[config.mk]
export PLATFORM = sky130hd
export DESIGN_NAME = divider
export DESIGN_NICKNAME = d
export VERILOG_FILES = /design/src/rtl/div_pkg.sv /design/src/rtl/div_step.sv /design/src/rtl/divider.sv
export SDC_FILE = /design/constraint.sdc
export NUM_CORES = 1
export LEC_CHECK = 0
export CORE_MARGIN = 2
export CORE_UTILIZATION = 52
export DETAILED_ROUTE_END_ITERATION = 7
export PLACE_DENSITY = 0.89
export SYNTH_ARGS = -nofsm -noshare
export SYNTH_HDL_FRONTEND = slang
export SYNTH_SLANG_ARGS = --single-unit
export TNS_END_PERCENT = 10
[constraint.sdc]
create_clock -name Clock -period 5 [get_ports Clock]
set_input_delay 1 -clock Clock [delete_from_list [all_inputs] [get_ports Clock]]
set_output_delay 1 -clock Clock [all_outputs]
set_load 0.02 [all_outputs]
[src/rtl/div_pkg.sv]
// Shared types and sizing for the iterative divider.
package div_pkg;

   typedef enum logic [1:0] {IDLE, CALC, DONE} div_state_t;

   localparam int unsigned DIV_ITER  = 32;
   localparam int unsigned DIV_CNT_W = $clog2(DIV_ITER) + 1;

endpackage

[src/rtl/div_step.sv]
// One radix-2 restoring division iteration, purely combinational.
module div_step #(
   parameter int unsigned WIDTH = 32
) (
   input  logic [WIDTH-1:0] rem,
   input  logic [WIDTH-1:0] quo,
   input  logic [WIDTH-1:0] divisor,
   output logic [WIDTH-1:0] rem_next,
   output logic [WIDTH-1:0] quo_next
);

   logic [WIDTH:0] shifted;
   logic [WIDTH:0] trial;

   // rem < divisor on entry, so the WIDTH+1-bit trial never wraps past its sign bit
   always_comb begin
      shifted  = {rem, quo[WIDTH-1]};
      trial    = shifted - {1'b0, divisor};
      quo_next = {quo[WIDTH-2:0], ~trial[WIDTH]};
      rem_next = trial[WIDTH] ? shifted[WIDTH-1:0] : trial[WIDTH-1:0];
   end

endmodule

[src/rtl/divider.sv]
// Multi-cycle signed/unsigned divider; result packed as {remainder, quotient}.
module divider
   import div_pkg::*;
#(
   parameter int unsigned WIDTH = 32
) (
   input  logic               Clock,
   input  logic               Reset,
   input  logic               Start,
   input  logic               Signed,
   input  logic               Flush,
   input  logic [WIDTH-1:0]   A,
   input  logic [WIDTH-1:0]   B,
   output logic               Busy,
   output logic               Done,
   output logic [2*WIDTH-1:0] Out
);

   div_state_t             state;
   logic [DIV_CNT_W-1:0]   cnt;
   logic [WIDTH-1:0]       rem;
   logic [WIDTH-1:0]       quo;
   logic [WIDTH-1:0]       dvs;
   logic [WIDTH-1:0]       a_raw;
   logic                   neg_q;
   logic                   neg_r;
   logic                   dvs_zero;

   logic [WIDTH-1:0]       a_mag;
   logic [WIDTH-1:0]       b_mag;
   logic [WIDTH-1:0]       rem_nx;
   logic [WIDTH-1:0]       quo_nx;
   logic [WIDTH-1:0]       q_fix;
   logic [WIDTH-1:0]       r_fix;
   logic [2*WIDTH-1:0]     result;

   div_step #(.WIDTH(WIDTH)) u_step (
      .rem      (rem),
      .quo      (quo),
      .divisor  (dvs),
      .rem_next (rem_nx),
      .quo_next (quo_nx)
   );

   always_comb begin
      a_mag  = (Signed && A[WIDTH-1]) ? -A : A;
      b_mag  = (Signed && B[WIDTH-1]) ? -B : B;
      q_fix  = neg_q ? -quo_nx : quo_nx;
      r_fix  = neg_r ? -rem_nx : rem_nx;
      result = dvs_zero ? {a_raw, {WIDTH{1'b1}}} : {r_fix, q_fix};
   end

   always_ff @(posedge Clock) begin
      if (Reset) begin
         state    <= IDLE;
         cnt      <= '0;
         rem      <= '0;
         quo      <= '0;
         dvs      <= '0;
         a_raw    <= '0;
         neg_q    <= 1'b0;
         neg_r    <= 1'b0;
         dvs_zero <= 1'b0;
         Out      <= '0;
         Busy     <= 1'b0;
         Done     <= 1'b0;
      end else if (Flush) begin
         state <= IDLE;
         Busy  <= 1'b0;
         Done  <= 1'b0;
      end else begin
         case (state)
            IDLE: begin
               Done <= 1'b0;
               if (Start) begin
                  // dividend is loaded into quo and shifted into rem one bit per step
                  cnt      <= '0;
                  rem      <= '0;
                  quo      <= a_mag;
                  dvs      <= b_mag;
                  a_raw    <= A;
                  neg_q    <= Signed & (A[WIDTH-1] ^ B[WIDTH-1]);
                  neg_r    <= Signed & A[WIDTH-1];
                  dvs_zero <= (B == '0);
                  state    <= CALC;
                  Busy     <= 1'b1;
               end
            end
            CALC: begin
               rem <= rem_nx;
               quo <= quo_nx;
               cnt <= cnt + 1'b1;
               if (cnt == DIV_CNT_W'(WIDTH - 1)) begin
                  Out   <= result;
                  Done  <= 1'b1;
                  state <= DONE;
               end
            end
            DONE: begin
               Done  <= 1'b0;
               Busy  <= 1'b0;
               state <= IDLE;
            end
            default: begin
               state <= IDLE;
               Busy  <= 1'b0;
               Done  <= 1'b0;
            end
         endcase
      end
   end

endmodule

==> results of run 1 <==
metal layers:
metal	part of all wire	vias to the layer above	global-route usage
li1	-	6305	-
met3	0.067	95	0.0354
met5	0	-	0
met1	0.44	6214	0.401
met4	0.036	0	0.108
met2	0.46	561	0.481
cell usage in the layout (no fill, tap or decap), types with 6 or more instances in the layout:
cell type	instances
a211oi_1	94
a21o_1	12
a21oi_1	147
a221oi_1	10
a22o_1	8
a311oi_1	24
a31oi_1	15
and2_1	6
and3_1	6
buf_4	27
clkbuf_16	24
clkdlybuf4s50_1	133
dfxtp_1	205
ha_1	37
inv_1	55
mux2_2	8
mux2i_1	30
nand2_1	218
nand2b_1	9
nand3_1	24
nand4_1	6
nor2_1	223
nor2b_1	7
nor3_1	41
nor4_1	16
o211ai_1	14
o21a_1	10
o21ai_0	96
o31ai_1	25
o41ai_1	15
or3_1	20
or4_1	19
xnor2_1	48
xor2_1	83
logic make-up (layout without fill, tap and decap cells):
kind of cell / Yosys count / count (layout)
AOI/OAI and AO/OA: 514 / 514
DFF: 205 / 205
adders and majority gates: 38 / 38
muxes: 40 / 40
xor gates and xnor gates: 132 / 132
and+or+nand+nor: 616 / 616
buffers and inverters: 166 / 262
registers in the layout, indices dropped and copies added, names as in the netlist:
register  count
neg_q         1
Done          1
rem          32
cnt           6
neg_r         1
dvs          32
quo          32
Out          64
a_raw        32
dvs_zero      1
state         2
Busy          1
critical path, delay by kind of cell, from the launching register on:
kind	cells	cell delay (ps)
buffers and inverters	3	320
flip-flops	1	400
XOR/XNOR	2	300
adder cells (fa/ha/maj)	3	720
AND/OR/NAND/NOR	2	270
AO/OA/AOI/OAI	10	2690
what timing repair did:
item	CTS	global route
setup endpoints to repair	0	3
buffers inserted	0	2
gates resized for setup	0	5
metrics by stage:
step                power [mW]  setup TNS [ps]  instances  cell area (µm²)  utilization
CTS                       4.42               0       2129            15300        0.629
finish                    4.44               0       2131            15400        0.631
global placement          2.52               0       2085            14500        0.594
detailed placement        2.53               0       2085            14500        0.594
floorplan                 2.28               0       1711            12900            -
global route              4.61           -12.8       2131            15400        0.631
power breakdown:
| group | leakage, nW | switching [mW] | internal, mW |
|---|---|---|---|
| logic | 3.57 | 0.500 | 0.303 |
| registers | 1.66 | 0.0470 | 1.68 |
| clock network | 0.414 | 0.751 | 1.15 |
path summary, 6_finish.rpt:
kind / slack, ps / start / end
hold reg to reg: 450 / a_raw[24] / a_raw[24]
setup / recovery: 210 / quo[31] / Out[60]
hold / removal: 450 / a_raw[24] / a_raw[24]
setup reg to reg: 210 / quo[31] / Out[60]
cell type report:
class,count,area (µm²)
Tap cell,324,405
Inverter,57,214
Clock buffer,27,612
Timing Repair Buffer,161,1550
Multi-Input combinational cell,1340,8220
Clock inverter,17,241
Fill cell,2085,8970
Sequential cell,205,4100
==> metrics.txt, run 1 <==
Yosys cell types 76; PwrDens 289 nW/µm²; area share of the largest cell type after synthesis 0.318; Worst setup EP type flop; Peak Freq 209 MHz; gr ovfl total 0; total CTS buffers 24; dpl ws 174 ps; HPWL after DPL 28.7 mm; main combinational cell family by area after synthesis compound AO/OA/AOI/OAI gates; first-pass GRT wire length 63.3 mm; die height 161 µm; clock tree buffer depth 3; setup violators final 0; Worst EP arrival 5230 ps; compound-gate portion of the synthesized area 0.261; Yosys warnings 0; routed wire length 39.3 mm; post-DR wirelength/cell 18.5 µm; Rel. slew slack 0.275; largest net degree at the start of global routing 102; Clock Skew 16.9 ps; Worst Hold Path Cells 2; critical path's largest stage delay 480 ps; CTS tree done; ranking of synthesized cells by area dfxtp_1 32%, nor2_1 6.5%, nand2_1 6.3%; CTS H-Tree Depth 1; outcome finished, final reports clean; ys async rst share 0; clk_lat worst skew 530 ps; most frequent cell after synthesis nor2_1; core area 24300 µm²; Mapped Cells 1711; Starting Density 0.530; all-layer global routing usage 0.295; antenna-violating nets left 0; layout cells sized above 1 0.0548; critical path, cell by cell inv_1 -> ha_1 -> inv_1 -> fa_1 -> a211oi_1 -> o21a_2 -> a211o_1 -> o41ai_4 -> a21oi_4 -> xnor2_4 -> inv_2 -> nor2_1 -> a21oi_2 -> ha_1 -> and3_1 -> a32oi_2 -> a2111o_1 -> o41ai_2 -> xor2_1 -> a221oi_1; I/O Pins 135; VDD IR max 0.232 mV; FF-to-FF path depth 20; register area share after synthesis 0.318; Post-Syn Area 12900 µm²; worst hold slack 455 ps; first drt pass iteration count 7; commonest cells in the netlist 224 x nor2_1, 218 x nand2_1, 205 x dfxtp_1, 148 x a21oi_1; Die W 161 µm; Lkg Pwr 5.65 nW; Synth Area in Adders 0.0375; WP data required 5440 ps; slowest CP cell a2111o_1; vias 13200; GPL Wtd Cong 0.971; Remaining DRCs 0; die area 26100 µm²; diode count 0; mean post-synth cell area 7.53 µm²; Clock Root Buffer clkbuf_16; Simple-Gate Fraction of Synth Area 0.211; worst-margin pin slew 1090 ps; largest area contributor in the netlist dfxtp_1; Startpoint Class flop; CTS hold repair buffers 0; crit path max fanout 8; final period utilization 0.958; XOR/XNOR Fraction of Synth Area 0.0903; Post-Syn Nets 1818; EDFF count, synth 0; Clock transition at path regs 70 ps; Hold Crit Class flop to flop; PortBufs 134; # rows 57; drt via density 6.18; ys flop type dfxtp_1; DRT iter0 DRCs 1219; setup slack after layout 209 ps; Clock Sinks 205; final net count 1896; mux share of post-synthesis cell area 0.0328; initial antenna violation count 0; Hold Violations, Final 0; area grow syn2layout 19.1%; Tmin final 4790 ps; reported max-cap violation count 0; WS Path Type flop to flop; vias in the first global route 12300; Pins Over Slew Limit 0; Seq cells post-synth 205
No activity file was read; power rests on OpenSTA's default activity.
==> inputs of run 2 (changes only) <==
--- a/config.mk
+++ b/config.mk
@@ -5,7 +5,6 @@
 export SDC_FILE = /design/constraint.sdc
 export NUM_CORES = 1
 export LEC_CHECK = 0
-export CORE_MARGIN = 2
 export CORE_UTILIZATION = 52
 export DETAILED_ROUTE_END_ITERATION = 7
 export PLACE_DENSITY = 0.89
==> run 2 against run 1 <==
Critical path depth shrank 1. Sequential share of layout area grew 0.12 points. Clock power shrank 12%. Highest routed layer unchanged. Via count grew 0.20%. Worst hold slack lost 4.3 ps. Non-clock buffer count grew 4. Largest cell class unchanged. First-iteration DRC count grew 8.5%.
==> metrics.txt, run 2 (same netlist as run 1, synthesis figures left out) <==
Die W 159 µm (-1.2%); Starting Density 0.530 (unchanged); Worst path top cell family by delay compound AO/OA/AOI/OAI gates; GPL Wtd Cong 0.944 (-2.8%); Worst EP arrival 5230 ps (about the same); reported max-cap violation count 0 (unchanged); Filler Cell Count 2077 (-0.38%); DRT iter0 DRCs 1323 (+8.5%); CTS hold repair buffers 0 (unchanged); setup violators final 0 (unchanged); CTS H-Tree Depth 1 (unchanged); clk_lat worst skew 530 ps (about the same); routed wire length 38.6 mm (-2.0%); Largest Register Out; PwrDens 275 nW/µm² (-4.8%); all-layer global routing usage 0.298 (+0.00340); first-pass GRT wire length 62.3 mm (-1.6%); clock tree buffer depth 3 (unchanged); Clock Skew 24.7 ps (+7.82 ps); Rel. slew slack 0.272 (-0.00304); Stages on worst setup path 19 (-5.0%); die area 25400 µm² (-2.5%); outcome finished, final reports clean; Util after Layout 0.629 (-0.00252); layout cells sized above 1 0.0564 (+0.00166); core area 24300 µm² (unchanged); Reg2Reg Launch Point quo[31]; most frequent cells in the layout 222 x nor2_1, 218 x nand2_1, 204 x dfxtp_1; CTS tree done; HPWL after DPL 28.4 mm (-1.2%); die height 159 µm (-1.2%); Critical Path Most Common Cell inv_1; Clock transition at path regs 60 ps (about the same); gr ovfl total 0 (unchanged); Clock Sinks 205 (unchanged); Startpoint Class flop; # rows 57 (unchanged); commonest non-fill, non-tap cell in the layout nor2_1; Critical path origin quo[31]; final net count 1899 (+0.16%); final period utilization 0.964 (+0.00584); WP data required 5410 ps (-30 ps); VDD IR max 0.205 mV (-12%); largest net degree at the start of global routing 102 (unchanged); PortBufs 134 (unchanged); initial antenna violation count 0 (unchanged); diode count 0 (unchanged); Lkg Pwr 5.62 nW (-0.62%); Clock Root Buffer clkbuf_16; WP buf/inv 3 (unchanged); critical path's largest stage delay 490 ps (about the same); slowest CP cell a2111o_1; first drt pass iteration count 8 (+1); WS Path Type flop to flop; critical path, cell by cell inv_1 -> ha_1 -> inv_1 -> fa_2 -> a211oi_1 -> o21a_2 -> a211o_1 -> o41ai_4 -> a21oi_4 -> xnor2_4 -> mux2i_2 -> ha_2 -> and3_4 -> a32oi_4 -> a2111o_1 -> buf_4 -> o21ai_1 -> xnor2_1 -> a221oi_1; worst-margin pin slew 1090 ps (+4.55 ps); I/O Pins 135 (unchanged); Hold Crit Class flop to flop; crit path max fanout 7 (-1); Pins Over Slew Limit 0 (unchanged); RR Endpoint Out[56]; Remaining DRCs 0 (unchanged); overall power 4.20 mW (-5.2%); total CTS buffers 23 (-4.2%); drt via density 6.20 (+0.20%); Worst setup EP type flop; post-DR wirelength/cell 18.1 µm (-2.0%); Largest register FFs 64 (unchanged); Hold Violations, Final 0 (unchanged); vias in the first global route 12100 (-1.7%); vias 13200 (+0.20%); Critical Path End Out[56]; FF-to-FF path depth 19 (-5.0%); Peak Freq 207 MHz (-0.61%); antenna-violating nets left 0 (unchanged); area grow syn2layout 18.6%; Reg2Reg Setup Slack 180 ps (-30 ps); Tmin final 4820 ps (+29.2 ps)
[run 2: changes by cell type in the layout (fill, tap and decap cells not counted), moves of 2 or more]
cell / change
clkbuf_1: +4
inv_6: -2
clkinv_2: -2
clkbuf_8: +3
buf_4: +4
bufinv_16: -3
[run 2: where the power goes]
part / switching (mW) / internal [mW] / leakage (nW)
clock: 0.677 / 0.995 / 0.358
combinational: 0.493 / 0.307 / 3.60
sequential: 0.0498 / 1.68 / 1.67
total: 1.22 / 2.98 / 5.62
[run 2: repair_timing]
action	4_1_cts	5_1_grt
setup buffers	0	6
gates resized for setup	0	13
endpoints found under the setup margin	0	8
[run 2: worst min-delay path by stage]
| stage | startpoint | to | depth (start not counted) |
|---|---|---|---|
| 2_1_floorplan | dvs[31] | dvs[31] | 2 |
| 3_3_place_gp | a_raw[28] | a_raw[28] | 2 |
| 3_5_place_dp | a_raw[17] | a_raw[17] | 2 |
| 4_1_cts | a_raw[17] | a_raw[17] | 2 |
| 5_1_grt | a_raw[17] | a_raw[17] | 2 |
| 6_report | a_raw[17] | a_raw[17] | 2 |
[run 2: metrics by stage]
step / setup TNS [ps] / hold slack [ps] / instance area [µm²] / setup slack (ps) / cells
floorplan: 0 / 432 / 12900 / 57.5 / 1711
global placement: 0 / 443 / 14400 / 356 / 2085
detailed placement: 0 / 444 / 14400 / 228 / 2085
CTS: 0 / 452 / 15200 / 154 / 2125
global route: -27.2 / 472 / 15300 / -27.2 / 2131
finish: 0 / 450 / 15300 / 180 / 2131
[run 2: cell type report]
type                       count  area, µm²  area share
multi-input combinational   1340       8260       0.540
sequential                   205       4110       0.268
timing repair buffer         165       1580       0.103
clock buffer                  33        643      0.0421
tap                          324        405      0.0265
inverter                      57        214      0.0140
clock inverter                 7       91.3     0.00597
[run 2: routing by layer]
| layer | global-route usage | part of all wire | vias to the layer above | wire, µm |
|---|---|---|---|---|
| li1 | - | - | 6312 | - |
| met3 | 0.0318 | 0.070 | 91 | 2700 |
| met1 | 0.405 | 0.43 | 6234 | 16700 |
| met2 | 0.493 | 0.46 | 565 | 17900 |
| met4 | 0.0997 | 0.033 | 0 | 1290 |
| met5 | 0 | 0 | - | 0 |
[run 2: worst reg2reg max path: stages (launching register included)]
cell      delay (ps)
dfxtp_2          360
inv_1             60
ha_1             210
inv_1             70
fa_2             230
a211oi_1         100
o21a_2           270
a211o_1          340
o41ai_4          470
a21oi_4          140
xnor2_4          350
mux2i_2          330
ha_2             290
and3_4           210
a32oi_4          150
a2111o_1         490
buf_4            180
o21ai_1          140
xnor2_1           90
a221oi_1         240
==> inputs of run 3 (changes only) <==
--- a/config.mk
+++ b/config.mk
@@ -5,6 +5,7 @@
 export SDC_FILE = /design/constraint.sdc
 export NUM_CORES = 1
 export LEC_CHECK = 0
+export CORE_ASPECT_RATIO = 0.8
 export CORE_UTILIZATION = 52
 export DETAILED_ROUTE_END_ITERATION = 7
 export PLACE_DENSITY = 0.89
==> run 3 against run 2 <==
Fmax fell by 1.6%. Design area fell by 0.21%. Count of clock-buffer cells in the layout decreased by 3. Largest power group unchanged. Setup slack worse by 76 ps. Utilization decreased by 0.11 points. Flip-flop and latch count unchanged. Die area hardly changed. Clock skew shrank 2.4 ps. Critical path depth is 3 lower.
==> metrics.txt, run 3 (same netlist as run 1, synthesis figures left out) <==
final period utilization 0.979 (+0.0153); Peak Freq 204 MHz (-1.6%); VDD IR max 0.228 mV (+12%); Critical path origin rem[6]; crit path max fanout 10 (+3); # rows 51 (-11%); all-layer global routing usage 0.299 (+0.00142); setup violators final 0 (unchanged); Starting Density 0.530 (about the same); Lkg Pwr 5.63 nW (+0.15%); largest net degree at the start of global routing 102 (unchanged); Hold Crit Class flop to flop; setup slack after layout 104 ps (-76.4 ps); PwrDens 276 nW/µm² (+0.33%); critical path's largest stage delay 530 ps (+40 ps); vias in the first global route 11900 (-1.8%); antenna-violating nets left 0 (unchanged); Critical Path End Out[52]; final net count 1898 (-0.053%); Remaining DRCs 0 (unchanged); Clock Root Buffer clkbuf_16; Placed Area 14400 µm² (-0.17%); WS Path Type flop to flop; DRT iter0 DRCs 1576 (+19%); vias 13400 (+1.2%); dpl ws 214 ps (-13.8 ps); layout cells sized above 1 0.0570 (+0.000553); GPL Wtd Cong 0.986 (+4.4%); FF-to-FF path depth 16 (-3); Largest Register Out; Largest register FFs 64 (unchanged); die area 25400 µm² (about the same); Rel. slew slack 0.234 (-0.0388); clk_lat worst skew 520 ps (about the same); Clock Skew 22.3 ps (-2.38 ps); I/O Pins 135 (unchanged); diode count 0 (unchanged); Reg2Reg Setup Slack 100 ps (-80 ps); Switching Fraction 0.297 (+0.00662); worst-margin pin slew 1150 ps (+58.4 ps); Switch Pwr 1.25 mW (+2.4%); Clock transition at path regs 60 ps (about the same); CTS tree done; outcome finished, final reports clean; CTS hold repair buffers 0 (unchanged); HPWL after DPL 28.6 mm (+0.51%); PortBufs 134 (unchanged); gr ovfl total 0 (unchanged); overall power 4.21 mW (+0.12%); first-pass GRT wire length 61.1 mm (-1.8%); most frequent cells in the layout 223 x nor2_1, 218 x nand2_1, 204 x dfxtp_1; Util after Layout 0.628 (-0.00114); total CTS buffers 23 (unchanged); core area 24300 µm² (about the same); combinational power share 0.193 (+0.003); Reg2Reg Launch Point rem[6]; critical path, cell by cell ha_1 -> a21oi_1 -> a21o_1 -> a211o_4 -> o41ai_4 -> a21oi_4 -> xnor2_4 -> mux2i_2 -> ha_2 -> and3_1 -> a32oi_2 -> a2111o_1 -> buf_4 -> nand3_1 -> nand3_1 -> a311oi_1; Worst EP arrival 5310 ps (+80 ps); commonest non-fill, non-tap cell in the layout nor2_1; Pins Over Slew Limit 0 (unchanged); Hold Violations, Final 0 (unchanged); Clock Sinks 205 (unchanged); Seq pwr share 0.411 (about the same); reported max-cap violation count 0 (unchanged); slowest CP cell a2111o_1; Worst setup EP type flop; post-route cell area 15300 µm² (-0.21%); Critical Path Most Common Cell nand3_1; initial antenna violation count 0 (unchanged); first drt pass iteration count 6 (-2); Startpoint Class flop; Pint 2.96 mW (-0.81%); Tmin final 4900 ps (+76.4 ps); RR Endpoint Out[52]; WP data required 5410 ps (about the same); Clock power frac 0.396 (-0.002); clock tree buffer depth 3 (unchanged); CTS H-Tree Depth 1 (unchanged); drt via density 6.29 (+1.5%); post-DR wirelength/cell 18.3 µm (+1.3%); routed wire length 38.9 mm (+1.0%); area grow syn2layout 18.3%; die height 143 µm (-10%); Die W 178 µm (+12%)
run 3: changes by cell type in the layout (fill, tap and decap cells not counted), sizes merged:
| cell | before | now |
|---|---|---|
| bufinv | 2 | 1 |
| clkinv | 4 | 6 |
| buf | 32 | 31 |
| clkbuf | 33 | 30 |
| inv | 57 | 60 |
run 3: how the worst min path moves through the flow:
stage / start / to / slack [ps] / depth (start not counted)
floorplan: dvs[31] / dvs[31] / 430 / 2
global placement: a_raw[29] / a_raw[29] / 440 / 2
detailed placement: a_raw[6] / a_raw[6] / 450 / 2
CTS: a_raw[18] / a_raw[18] / 450 / 2
global route: a_raw[11] / a_raw[11] / 470 / 2
finish: a_raw[18] / a_raw[18] / 460 / 2
run 3: through the flow:
stage | hold slack, ps | instances | TNS (ps)
5_1_grt | 473 | 2125 | -205
2_1_floorplan | 432 | 1711 | 0
3_5_place_dp | 447 | 2077 | 0
3_3_place_gp | 441 | 2077 | 0
4_1_cts | 455 | 2118 | 0
6_report | 456 | 2125 | 0
run 3: final cells by class:
class                      instances  area (µm²)
clock inverter                    11        97.6
tap                              318         398
multi-input combinational       1340        8230
inverter                          57         216
sequential                       205        4110
clock buffer                      30         642
timing repair buffer             164        1560
fill                            2070        9050
run 3: power by group through the flow:
stage	Clock [mW]	Sequential, mW	Combinational, mW
after detailed placement	0	1.76	0.765
final	1.67	1.73	0.814
after CTS	1.67	1.73	0.771
after global placement	0	1.76	0.752
after floorplan	0	1.75	0.535
after global routing	1.74	1.74	0.881
run 3: what timing repair did:
action	CTS	global route
setup buffers	0	7
endpoints found under the setup margin	0	10
gates resized for setup	0	10
endpoints found under the hold margin	0	0
run 3: layer usage:
layer  routed length [µm]  global-route usage  up-vias
met5                    0                   0        -
met4                 1260               0.102        0
met3                 3780              0.0511      104
met2                16800               0.451      697
met1                17100               0.429     6246
li1                     -                   -     6314
run 3: worst max-delay path, delay by kind of cell (launching register included):
kind                       cells  cell delay [ps]
DFF                            1              400
xor gates and xnor gates       1              330
adders and majority gates      2              740
and+or+nand+nor                3              340
buffers and inverters          1              180
muxes                          1              340
AOI/OAI and AO/OA              8             2430
==> RTL edit 1, RTL diff (settings of run 2) <==
Make the reset (`Reset`) asynchronous in one clocked block.
--- a/src/rtl/divider.sv
+++ b/src/rtl/divider.sv
@@ -52,3 +52,3 @@
 
-   always_ff @(posedge Clock) begin
+   always_ff @(posedge Clock or posedge Reset) begin
       if (Reset) begin
Function: differs if Reset is asserted again (counterexample within 4 cycles, from zero or initial values and one cycle with Reset high); with Reset held inactive, the same outputs for 4 cycles.
==> RTL edit 1 against run 2 <==
Worst setup slack better by 0.16 ns. Wire length down 1.2%. Synthesized area grew 3.5%. Die area up 3.4%. Sequential cell count did not move. Highest routed layer unchanged. Design area grew 2.5%. Hold slack better by 0.026 ns.
Power is not compared: it rests on default switching activity, and its combinational part moved more than twofold at a synthesized area within 25%.
==> RTL edit 1: results (changes against run 2) <==
met1 Use GR 0.376 (was 0.405); final hold slack 0.476 ns (was 0.450 ns); DRT iter0 DRCs 1159 (was 1323); Commonest cells post-synth nand2_1 (250), dfrtp_1 (205), o21ai_0 (166) (was nor2_1 (224), nand2_1 (218), dfxtp_1 (205)); asr flop ratio synth 1.00 (was 0); main flop type after synthesis dfrtp_1 (was dfxtp_1); met3 routed wirelength 2860 um (was 2700 um); register area share after synthesis 0.385 (was 0.318); post-synthesis adder-cell area fraction 0.0362 (was 0.0375); gr usage total 0.292 (was 0.298); Post-Route M1 WL 15200 um (was 16700 um); Synth cell types 87 (was 76); pin count of the biggest net entering global routing 96 (was 102); post-DP HPWL 27600 um (was 28400 um); GRT met3 Usage 0.0388 (was 0.0318); share of layout cells above drive strength 1 0.0521 (was 0.0564); wire length per cell 18.7 um (was 18.1 um); Worst R2R Setup Slack 0.34 ns (was 0.18 ns); Area contributors post-synth dfrtp_1 (38%), nand2_1 (7.0%), o21ai_0 (6.2%) (was dfxtp_1 (32%), nor2_1 (6.5%), nand2_1 (6.3%)); Tightest Pin Transition 1.07 ns (was 1.09 ns); post-synthesis compound-gate area fraction 0.228 (was 0.261); Max stage delay on crit path 0.42 ns (was 0.49 ns); DRT Pass-1 Iters 7 (was 8); Slowest cell on crit path fa_1 (was a2111o_1); fin nets 1803 (was 1899); vias per cell 6.21 (was 6.20); Worst R2R End Out[60] (was Out[56]); vias in the first global route 12200 (was 12100); Fin Clk Skew 0.0146 ns (was 0.0247 ns); Placed Area 0.0149 sq mm (was 0.0144 sq mm); status completed (unchanged); Post-Synth XOR/XNOR Area 0.0867 (was 0.0903); Routed WL 38100 um (was 38600 um); global-route wire length before repair 62000 um (was 62300 um); GR met2 Demand/Resource 0.491 (was 0.493); multiplexer share of the synthesized area 0.0252 (was 0.0328)
[RTL edit 1: cell type report]
class	instances	area, sq um
clock inverter	4	85.1
clock buffer	34	667
inverter	61	235
multi-input combinational	1254	7630
fill	2032	9510
sequential	205	5130
timing repair buffer	151	1510
tap	330	413
[RTL edit 1: worst max-delay path by stage]
stage               endpoint  slack (ns)  cells after the start
floorplan            Out[60]        0.32                     22
global placement     Out[60]        0.59                     19
detailed placement   Out[62]        0.45                     19
CTS                  Out[62]        0.44                     19
global route         Out[62]        0.02                     19
finish               Out[60]        0.34                     19
[RTL edit 1: repair_timing]
| item | in CTS | in global routing |
|---|---|---|
| buffers inserted | 0 | 1 |
| setup endpoints to repair | 0 | 1 |
| hold buffers | 0 | 0 |
[RTL edit 1: stage by stage]
| step | setup slack, ns | utilization |
|---|---|---|
| after global placement | 0.586 | 0.592 |
| after global routing | 0.0163 | 0.622 |
| after floorplan | 0.324 | - |
| after detailed placement | 0.446 | 0.592 |
| after CTS | 0.436 | 0.622 |
| final | 0.340 | 0.622 |
==> RTL edit 2, RTL diff (flow settings as in run 2) <==
Without the edit above. Change the package constant `DIV_ITER` from 32 to 64.
--- a/src/rtl/div_pkg.sv
+++ b/src/rtl/div_pkg.sv
@@ -5,3 +5,3 @@
 
-   localparam int unsigned DIV_ITER  = 32;
+   localparam int unsigned DIV_ITER  = 64;
    localparam int unsigned DIV_CNT_W = $clog2(DIV_ITER) + 1;
Behaviour: same outputs for any inputs over 10 cycles, from zero or initial values and one cycle with Reset high; that may be too few to reach the edited logic, so the function may still have changed.
==> RTL edit 2 against run 2 <==
Final cell count is 0.80% higher. Non-clock buffer count is 1 higher. Synthesized area is 1.1% higher. Maximum frequency is 5.7% higher. Wire length is 7.7% higher. Worst setup slack better by 0.26 ns. Sequential share of layout area is 0.068 points lower. Power is 2.1% higher. Design area is 0.74% higher. Global-route usage is 1.9 points higher. Die area is 1.1% higher. Sequential cell count is 1 higher. Largest cell class unchanged. Highest routed layer unchanged.
==> RTL edit 2: results (changes against run 2) <==
status completed (unchanged); met1 Use GR 0.429 (was 0.405); Post-Place Setup Slack 0.573 ns (was 0.228 ns); wire length per cell 19.3 um (was 18.1 um); Fin Clk Skew 0.00704 ns (was 0.0247 ns); Commonest cells post-synth nor2_1 (217), dfxtp_1 (206), nand2_1 (197) (was nor2_1 (224), nand2_1 (218), dfxtp_1 (205)); post-DP HPWL 30400 um (was 28400 um); register area share after synthesis 0.317 (was 0.318); vias in the first global route 12500 (was 12100); share of layout cells above drive strength 1 0.0592 (was 0.0564); gr usage total 0.317 (was 0.298); DRT Pass-1 Iters 7 (was 8); GRT met3 Usage 0.0625 (was 0.0318); Tightest Pin Transition 1.42 ns (was 1.09 ns); pin count of the biggest net entering global routing 80 (was 102); Placed Area 0.0146 sq mm (was 0.0144 sq mm); Area contributors post-synth dfxtp_1 (32%), nor2_1 (6.3%), a21oi_1 (5.9%) (was dfxtp_1 (32%), nor2_1 (6.5%), nand2_1 (6.3%)); worst skew pair latency 0.52 ns; Slowest cell on crit path a2111oi_0 (was a2111o_1); fin cells 2148 (was 2131); Synth cell types 86 (was 76); GR met2 Demand/Resource 0.489 (was 0.493); leakage 5.58 nW (was 5.62 nW); global-route wire length before repair 66100 um (was 62300 um); DRT iter0 DRCs 1552 (was 1323); crit path DAT 4.97 ns (was 5.23 ns); CTS Buf Count 24 (was 23); VDD IR max 0.197 mV (was 0.205 mV); Synthesized Nets 1834 (was 1818); gpl congestion 1.01 (was 0.944); cell at the root of the clock tree clkbuf_16 (unchanged); Max stage delay on crit path 0.56 ns (was 0.49 ns); total number of vias 13700 (was 13200); Crit Path Max Fanout 5 (was 7)
-- RTL edit 2: changes by cell type after synthesis, moves of 7 or more --
cell	run 2	this run
o21ai_0	97	117
or4_1	19	10
o31ai_1	26	15
nand2_1	218	197
xnor2_1	48	66
nor3_1	41	53
nor2_1	224	217
a311oi_1	24	10
a221oi_1	10	2
nand4_1	6	13
xor2_1	83	63
-- RTL edit 2: worst reg2reg max path: stages (launching register included) --
cell and delay (ns):
dfxtp_1 0.35, inv_1 0.11, ha_1 0.17, inv_1 0.05, fa_1 0.41, a211oi_2 0.40, o21ai_1 0.19, a21o_1 0.24
xor2_1 0.21, a2111oi_0 0.56, nand4b_1 0.27, a222oi_1 0.44, buf_4 0.21, nand4_2 0.12, or3_1 0.43, o311a_1 0.29
-- RTL edit 2: cell type report --
cell class,count,area [sq um]
Timing Repair Buffer,166,1600
Fill cell,2052,9060
Clock inverter,3,22.5
Inverter,59,221
Clock buffer,37,751
Tap cell,324,405
Sequential cell,206,4130
Multi-Input combinational cell,1353,8270
-- RTL edit 2: final timing paths --
path / startpoint / cells after the start / slack (ns) / endpoint
max reg2reg: quo[31] / 15 / 0.44 / Out[61]
min: a_raw[29] / 2 / 0.46 / a_raw[29]
max: quo[31] / 15 / 0.44 / Out[61]
min reg2reg: a_raw[29] / 2 / 0.46 / a_raw[29]
-- RTL edit 2: metrics by stage --
stage          hold slack [ns]  utilization
2_1_floorplan            0.431            -
3_3_place_gp             0.440        0.598
3_5_place_dp             0.446        0.598
4_1_cts                  0.453        0.630
5_1_grt                  0.466        0.630
6_report                 0.455        0.630
-- RTL edit 2: per-layer routing --
layer	wire, um	vias to the layer above
li1	-	6388
met5	0	-
met2	18300	786
met3	4410	144
met4	1780	0
met1	17000	6337
-- RTL edit 2: kinds of logic (layout without fill, tap and decap cells) --
group	Yosys count	count (layout)	share of synthesized area
muxes	34	34	0.0265
DFF	206	206	0.317
buffers and inverters	168	265	0.0511
and+or+nand+nor	624	624	0.219
AOI/OAI and AO/OA	528	528	0.264
xor gates and xnor gates	129	129	0.0867
adders and majority gates	38	38	0.0371
-- RTL edit 2: power by group --
group          leakage (nW)  switching (mW)  internal (mW)  total, mW
combinational          3.54           0.507          0.315      0.821
sequential             1.67          0.0485           1.69       1.74
clock                 0.371           0.709           1.02       1.73
